$ cat config.mk
export PLATFORM = sky130hd
export DESIGN_NAME = vga_sync
export DESIGN_NICKNAME = d
export VERILOG_FILES = /design/src/rtl/vga_sync_pkg.sv /design/src/rtl/vga_sync_pixel_tick_gen.sv /design/src/rtl/vga_sync.sv
export SDC_FILE = /design/constraint.sdc
export NUM_CORES = 1
export LEC_CHECK = 0
export BUFFER_PORTS_ARGS = -buffer_cell sky130_fd_sc_hd__buf_2
export CAP_MARGIN = 20
export CORE_AREA = 2 2 59 61
export DETAILED_ROUTE_END_ITERATION = 16
export DIE_AREA = 0 0 61 63
export PLACE_DENSITY = 0.68
export SLEW_MARGIN = 20
export SYNTH_ARGS = -nofsm -noshare
export SYNTH_HDL_FRONTEND = slang
export SYNTH_SLANG_ARGS = --single-unit
$ cat constraint.sdc
create_clock -name clk -period 2.4 [get_ports clk]
set_clock_uncertainty 0.15 [all_clocks]
set_input_delay 0.24 -clock clk [delete_from_list [all_inputs] [get_ports clk]]
set_output_delay 0.24 -clock clk [all_outputs]
set_load 0.05 [all_outputs]
$ cat src/rtl/vga_sync_pkg.sv
// VGA timing package: default 640x480@60 constants, the shared coordinate
// type and small helpers that derive totals and sync pulse boundaries.
package vga_timing_pkg;

    localparam int COORD_W         = 10;
    localparam int COORD_MAX_TOTAL = 1 << COORD_W;

    typedef logic [COORD_W-1:0] coord_t;

    localparam int H_DISPLAY_DEF = 640;
    localparam int H_FRONT_DEF   = 16;
    localparam int H_SYNC_DEF    = 96;
    localparam int H_BACK_DEF    = 48;
    localparam int V_DISPLAY_DEF = 480;
    localparam int V_FRONT_DEF   = 10;
    localparam int V_SYNC_DEF    = 2;
    localparam int V_BACK_DEF    = 33;

    function automatic int axis_total(input int disp, input int front,
                                      input int sync, input int back);
        return disp + front + sync + back;
    endfunction

    function automatic int sync_first(input int disp, input int front);
        return disp + front;
    endfunction

    function automatic int sync_last(input int disp, input int front, input int sync);
        return disp + front + sync - 1;
    endfunction

endpackage

$ cat src/rtl/vga_sync_pixel_tick_gen.sv
// Pixel-rate tick: one-clk pulse every TICK_DIV clocks, first pulse on the
// TICK_DIV-th clock after reset release.
module pixel_tick_gen #(
    parameter int TICK_DIV = 4
) (
    input  logic clk,
    input  logic reset,
    output logic p_tick
);

    localparam int CNT_W = (TICK_DIV > 1) ? $clog2(TICK_DIV) : 1;
    localparam logic [CNT_W-1:0] CNT_LAST = CNT_W'(TICK_DIV - 1);

    generate
        if (TICK_DIV < 1) begin : g_bad_div
            $error("pixel_tick_gen: TICK_DIV must be at least 1");
        end
    endgenerate

    logic [CNT_W-1:0] tick_cnt_q, tick_cnt_d;

    // Wrap the divider counter after TICK_DIV-1.
    always_comb begin
        tick_cnt_d = tick_cnt_q + 1'b1;
        if (tick_cnt_q == CNT_LAST) begin
            tick_cnt_d = '0;
        end
    end

    // Divider counter register.
    always_ff @(posedge clk or posedge reset) begin
        if (reset) begin
            tick_cnt_q <= '0;
        end else begin
            tick_cnt_q <= tick_cnt_d;
        end
    end

    // With TICK_DIV=1 the counter is pinned at 0 and the tick is always high.
    assign p_tick = (tick_cnt_q == CNT_LAST);

endmodule

$ cat src/rtl/vga_sync.sv
// VGA raster timing: pixel counters, registered syncs aligned with the counts,
// combinational active-video decode and a frame-start pulse.
module vga_sync
    import vga_timing_pkg::*;
#(
    parameter int   H_DISPLAY   = H_DISPLAY_DEF,
    parameter int   H_FRONT     = H_FRONT_DEF,
    parameter int   H_SYNC      = H_SYNC_DEF,
    parameter int   H_BACK      = H_BACK_DEF,
    parameter int   V_DISPLAY   = V_DISPLAY_DEF,
    parameter int   V_FRONT     = V_FRONT_DEF,
    parameter int   V_SYNC      = V_SYNC_DEF,
    parameter int   V_BACK      = V_BACK_DEF,
    parameter int   TICK_DIV    = 4,
    parameter logic SYNC_ACTIVE = 1'b0
) (
    input  logic       clk,
    input  logic       reset,
    output logic       hsync,
    output logic       vsync,
    output logic       video_on,
    output logic       p_tick,
    output logic [9:0] pixel_x,
    output logic [9:0] pixel_y,
    output logic       frame_tick
);

    localparam int H_TOTAL = axis_total(H_DISPLAY, H_FRONT, H_SYNC, H_BACK);
    localparam int V_TOTAL = axis_total(V_DISPLAY, V_FRONT, V_SYNC, V_BACK);

    localparam coord_t H_LAST   = coord_t'(H_TOTAL - 1);
    localparam coord_t V_LAST   = coord_t'(V_TOTAL - 1);
    localparam coord_t HS_FIRST = coord_t'(sync_first(H_DISPLAY, H_FRONT));
    localparam coord_t HS_LAST  = coord_t'(sync_last(H_DISPLAY, H_FRONT, H_SYNC));
    localparam coord_t VS_FIRST = coord_t'(sync_first(V_DISPLAY, V_FRONT));
    localparam coord_t VS_LAST  = coord_t'(sync_last(V_DISPLAY, V_FRONT, V_SYNC));

    generate
        if (H_TOTAL > COORD_MAX_TOTAL || V_TOTAL > COORD_MAX_TOTAL) begin : g_bad_totals
            $error("vga_sync: H_TOTAL/V_TOTAL exceed the 10-bit coordinate range");
        end
    endgenerate

    logic   tick;
    coord_t x_q, x_d;
    coord_t y_q, y_d;
    logic   hsync_q, hsync_d;
    logic   vsync_q, vsync_d;
    logic   frame_tick_q, frame_tick_d;

    pixel_tick_gen #(
        .TICK_DIV(TICK_DIV)
    ) u_tick (
        .clk   (clk),
        .reset (reset),
        .p_tick(tick)
    );

    // Next counts; syncs decode the next counts so they switch with them.
    always_comb begin
        x_d          = x_q;
        y_d          = y_q;
        frame_tick_d = 1'b0;
        if (tick) begin
            if (x_q == H_LAST) begin
                x_d = '0;
                if (y_q == V_LAST) begin
                    y_d          = '0;
                    frame_tick_d = 1'b1;
                end else begin
                    y_d = y_q + 1'b1;
                end
            end else begin
                x_d = x_q + 1'b1;
            end
        end
        hsync_d = ((x_d >= HS_FIRST) && (x_d <= HS_LAST)) ? SYNC_ACTIVE : ~SYNC_ACTIVE;
        vsync_d = ((y_d >= VS_FIRST) && (y_d <= VS_LAST)) ? SYNC_ACTIVE : ~SYNC_ACTIVE;
    end

    // Counter, sync and frame-start registers.
    always_ff @(posedge clk or posedge reset) begin
        if (reset) begin
            x_q          <= '0;
            y_q          <= '0;
            hsync_q      <= ~SYNC_ACTIVE;
            vsync_q      <= ~SYNC_ACTIVE;
            frame_tick_q <= 1'b0;
        end else begin
            x_q          <= x_d;
            y_q          <= y_d;
            hsync_q      <= hsync_d;
            vsync_q      <= vsync_d;
            frame_tick_q <= frame_tick_d;
        end
    end

    assign hsync      = hsync_q;
    assign vsync      = vsync_q;
    assign p_tick     = tick;
    assign pixel_x    = x_q;
    assign pixel_y    = y_q;
    assign frame_tick = frame_tick_q;
    assign video_on   = (int'(x_q) < H_DISPLAY) && (int'(y_q) < V_DISPLAY);

endmodule

==> run metrics <==
Pre-Repair DR Iteration Count 4; outcome complete, no violations; switch share 0.217; post-synthesis sequential area ratio 0.451; IO buf count 26; Async S/R FF share, synth 1.00; Least-Margin Pin Slew roughly 0.57 ns; Yosys top cell by area dfrtp_1; H-Tree Level Count 1; final setup violation count 0; RSZ-0062 raised after global routing false; YS warnings 0; Clock Latency Late Sink around 0.32 ns; NetSw 134 uW; M2 GR Usage 0.294; RePlAce Congestion just under 0.9; cell count after synthesis 152; ys flop type dfrtp_1; # Max-Cap Violations 0; grt met3 use 0.0290; initial antenna violation count 0; Synth Area in Compound Gates 0.0970; Slew Viols, Final 0; first-pass GRT wire length 5490 um; drt initial violations 53; pin count of the biggest net entering global routing 16; #FFs+latches synth 25; main area contributors after synthesis dfrtp_1 (41%), nand3_1 (5.8%), dfstp_2 (3.8%); maximum clock rate roughly 430 MHz; layout cells sized above 1 0.330; Final Hold Fails 0; Post-DRT Antenna Nets 0; Arr. time, crit path 2.40 ns; Worst Path Required 2.49 ns; Final TNS setup 0 ns; share of the synthesized area in the top cell type 0.413; clock power share 0.303; core box area around 3200 um^2; crit share post-route 0.961; WL/cell 13.4 um; pre-CTS setup slack 0.0861 ns; Max Root-Sink Buffers 2; total track usage 0.183; clock sink total 25; Avg Cell Area, Syn 9.16 um^2; Net Count, Synth about 160; critical path peak fanout 6; worst hold path type reg -> reg; Vias between 1000 and 1500; M1 GR Usage 0.255; CP endpoint kind flip-flop; total wire length approximately 3100 um; PnR worst setup slack between 0.09 and 0.1 ns; Yosys cell types 38; vias per cell 5.45; GRT Residual Overflow 0; Final Instance Area 1710 um^2; largest family of logic cells by synthesized area simple AND/OR/NAND/NOR gates; post-synthesis xor/xnor area fraction 0.0566; Die Footprint 3840 um^2; io pins 27; adder and majority gate portion of the synthesized area 0.0359; combinational share of power 0.018; Row Count 21; Final min period 2.31 ns; Post-DP HPWL 2420 um; diodes inserted 0; Root Buffer clkbuf_4; Die X 61 um; overall die height 63 um; multiplexer share of the synthesized area 0; Startpoint Class flip-flop; Setup CP Type reg -> reg; initial core utilization 0.431; Post-synth EDFFs 0; Seq pwr share 0.679; mapped cell area 1390 um^2; worst vdd ir 135 uV; area delta synth->final 23.1%; vias in the first global route 1215; leak pwr 0.793 nW; clk slew on worst S/H paths 0.14 ns; Relative slew margins 0.622; Pwr Density between 300 and 400 nW/um^2; CTS Buf Count 3; Simple-Gate Fraction of Synth Area 0.311; layer with the highest usage met2; CTS tree built; WHS approximately 0.33 ns; Post-DP Area 1660 um^2; P_int around 490 uW; Final #Nets 195; number of remaining DRC errors 0
-- kinds of logic (layout without fill, tap and decap cells) --
family / count (synthesis) / in the layout
buffers and inverters: 17 / 53
XOR/XNOR: 9 / 9
flip-flops: 25 / 25
AND/OR/NAND/NOR: 76 / 76
adder cells (fa/ha/maj): 4 / 4
AO/OA/AOI/OAI: 21 / 21
-- path summary, 6_finish.rpt --
check	from	to	slack (ns)	cells after the start
setup / recovery	pixel_x[6]	vsync	0.09	5
hold / removal	u_tick.tick_cnt_q[0]	u_tick.tick_cnt_q[0]	0.33	1
setup reg to reg	pixel_x[6]	vsync	0.09	5
hold reg to reg	u_tick.tick_cnt_q[0]	u_tick.tick_cnt_q[0]	0.33	1
max in group asynchronous	reset	hsync	1.11	4
min in group asynchronous	reset	pixel_y[5]	0.35	3
-- per-layer routing --
| metal | up-vias | wire length [um] |
|---|---|---|
| li1 | 624 | - |
| met1 | 615 | 1420 |
| met2 | 33 | 1530 |
| met3 | 4 | 142 |
| met4 | 0 | 33 |
| met5 | - | 0 |
-- state kept, by name, indices dropped and copies added, names as in the netlist --
| register | cells |
|---|---|
| pixel_x | 10 |
| pixel_y | 10 |
| u_tick.tick_cnt_q | 2 |
| frame_tick | 1 |
| hsync | 1 |
| vsync | 1 |
-- power by group through the flow --
| stage | Sequential [mW] | Clock, mW | Combinational (mW) |
|---|---|---|---|
| detailed placement | 0.429 | 0 | 0.0112 |
| global placement | 0.429 | 0 | 0.0105 |
| floorplan | 0.429 | 0 | 0.00622 |
| global route | 0.422 | 0.216 | 0.0137 |
| finish | 0.421 | 0.188 | 0.0114 |
| CTS | 0.421 | 0.199 | 0.0125 |
-- final cells by class --
cell class / instances / area (um^2)
Multi-Input combinational cell: 110 / 723
Clock buffer: 3 / 22.5
Sequential cell: 25 / 638
Clock inverter: 1 / 5.00
Tap cell: 46 / 57.6
Timing Repair Buffer: 39 / 230
Inverter: 10 / 37.5
Fill cell: 326 / 1520
-- worst max-delay path, cell delays in order, from the launching register on --
cell	delay, ns
dfrtp_2	0.43
or3b_4	0.43
or4_1	0.53
or4_1	0.49
nand3_1	0.10
nand4_1	0.10
-- synth_stat cells (4+ instances only) --
cell type and instances:
inv_1 10, nand2_1 10, xor2_1 4, clkbuf_1 4
or4_1 5, nand4_1 8, dfrtp_1 23, nand3_1 16
nor2_1 9, o21ai_0 10, ha_1 4, xnor2_1 5
-- placed cells by master, fill, tap and decap left out, types with 5 or more instances in the layout --
master   count
buf_2       26
nand3_1     15
dfrtp_1     15
buf_4       12
inv_1       10
nand2_1     10
o21ai_0     10
nor2_1       9
nand4_1      8
dfrtp_2      8
xnor2_1      5
-- per-stage QoR --
step,std cells,utilization,total power [mW]
3_3_place_gp,228,0.515,0.440
6_report,234,0.530,0.621
5_1_grt,234,0.530,0.652
4_1_cts,233,0.527,0.633
3_5_place_dp,228,0.515,0.440
2_1_floorplan,152,-,0.435
-- what timing repair did --
item                                   CTS  global route
setup endpoints to repair                0             1
gates resized for setup                  0             2
endpoints found under the hold margin   13             0
buffers inserted                         0             1
hold buffers                             1             0
No activity file was read; power rests on OpenSTA's default activity.
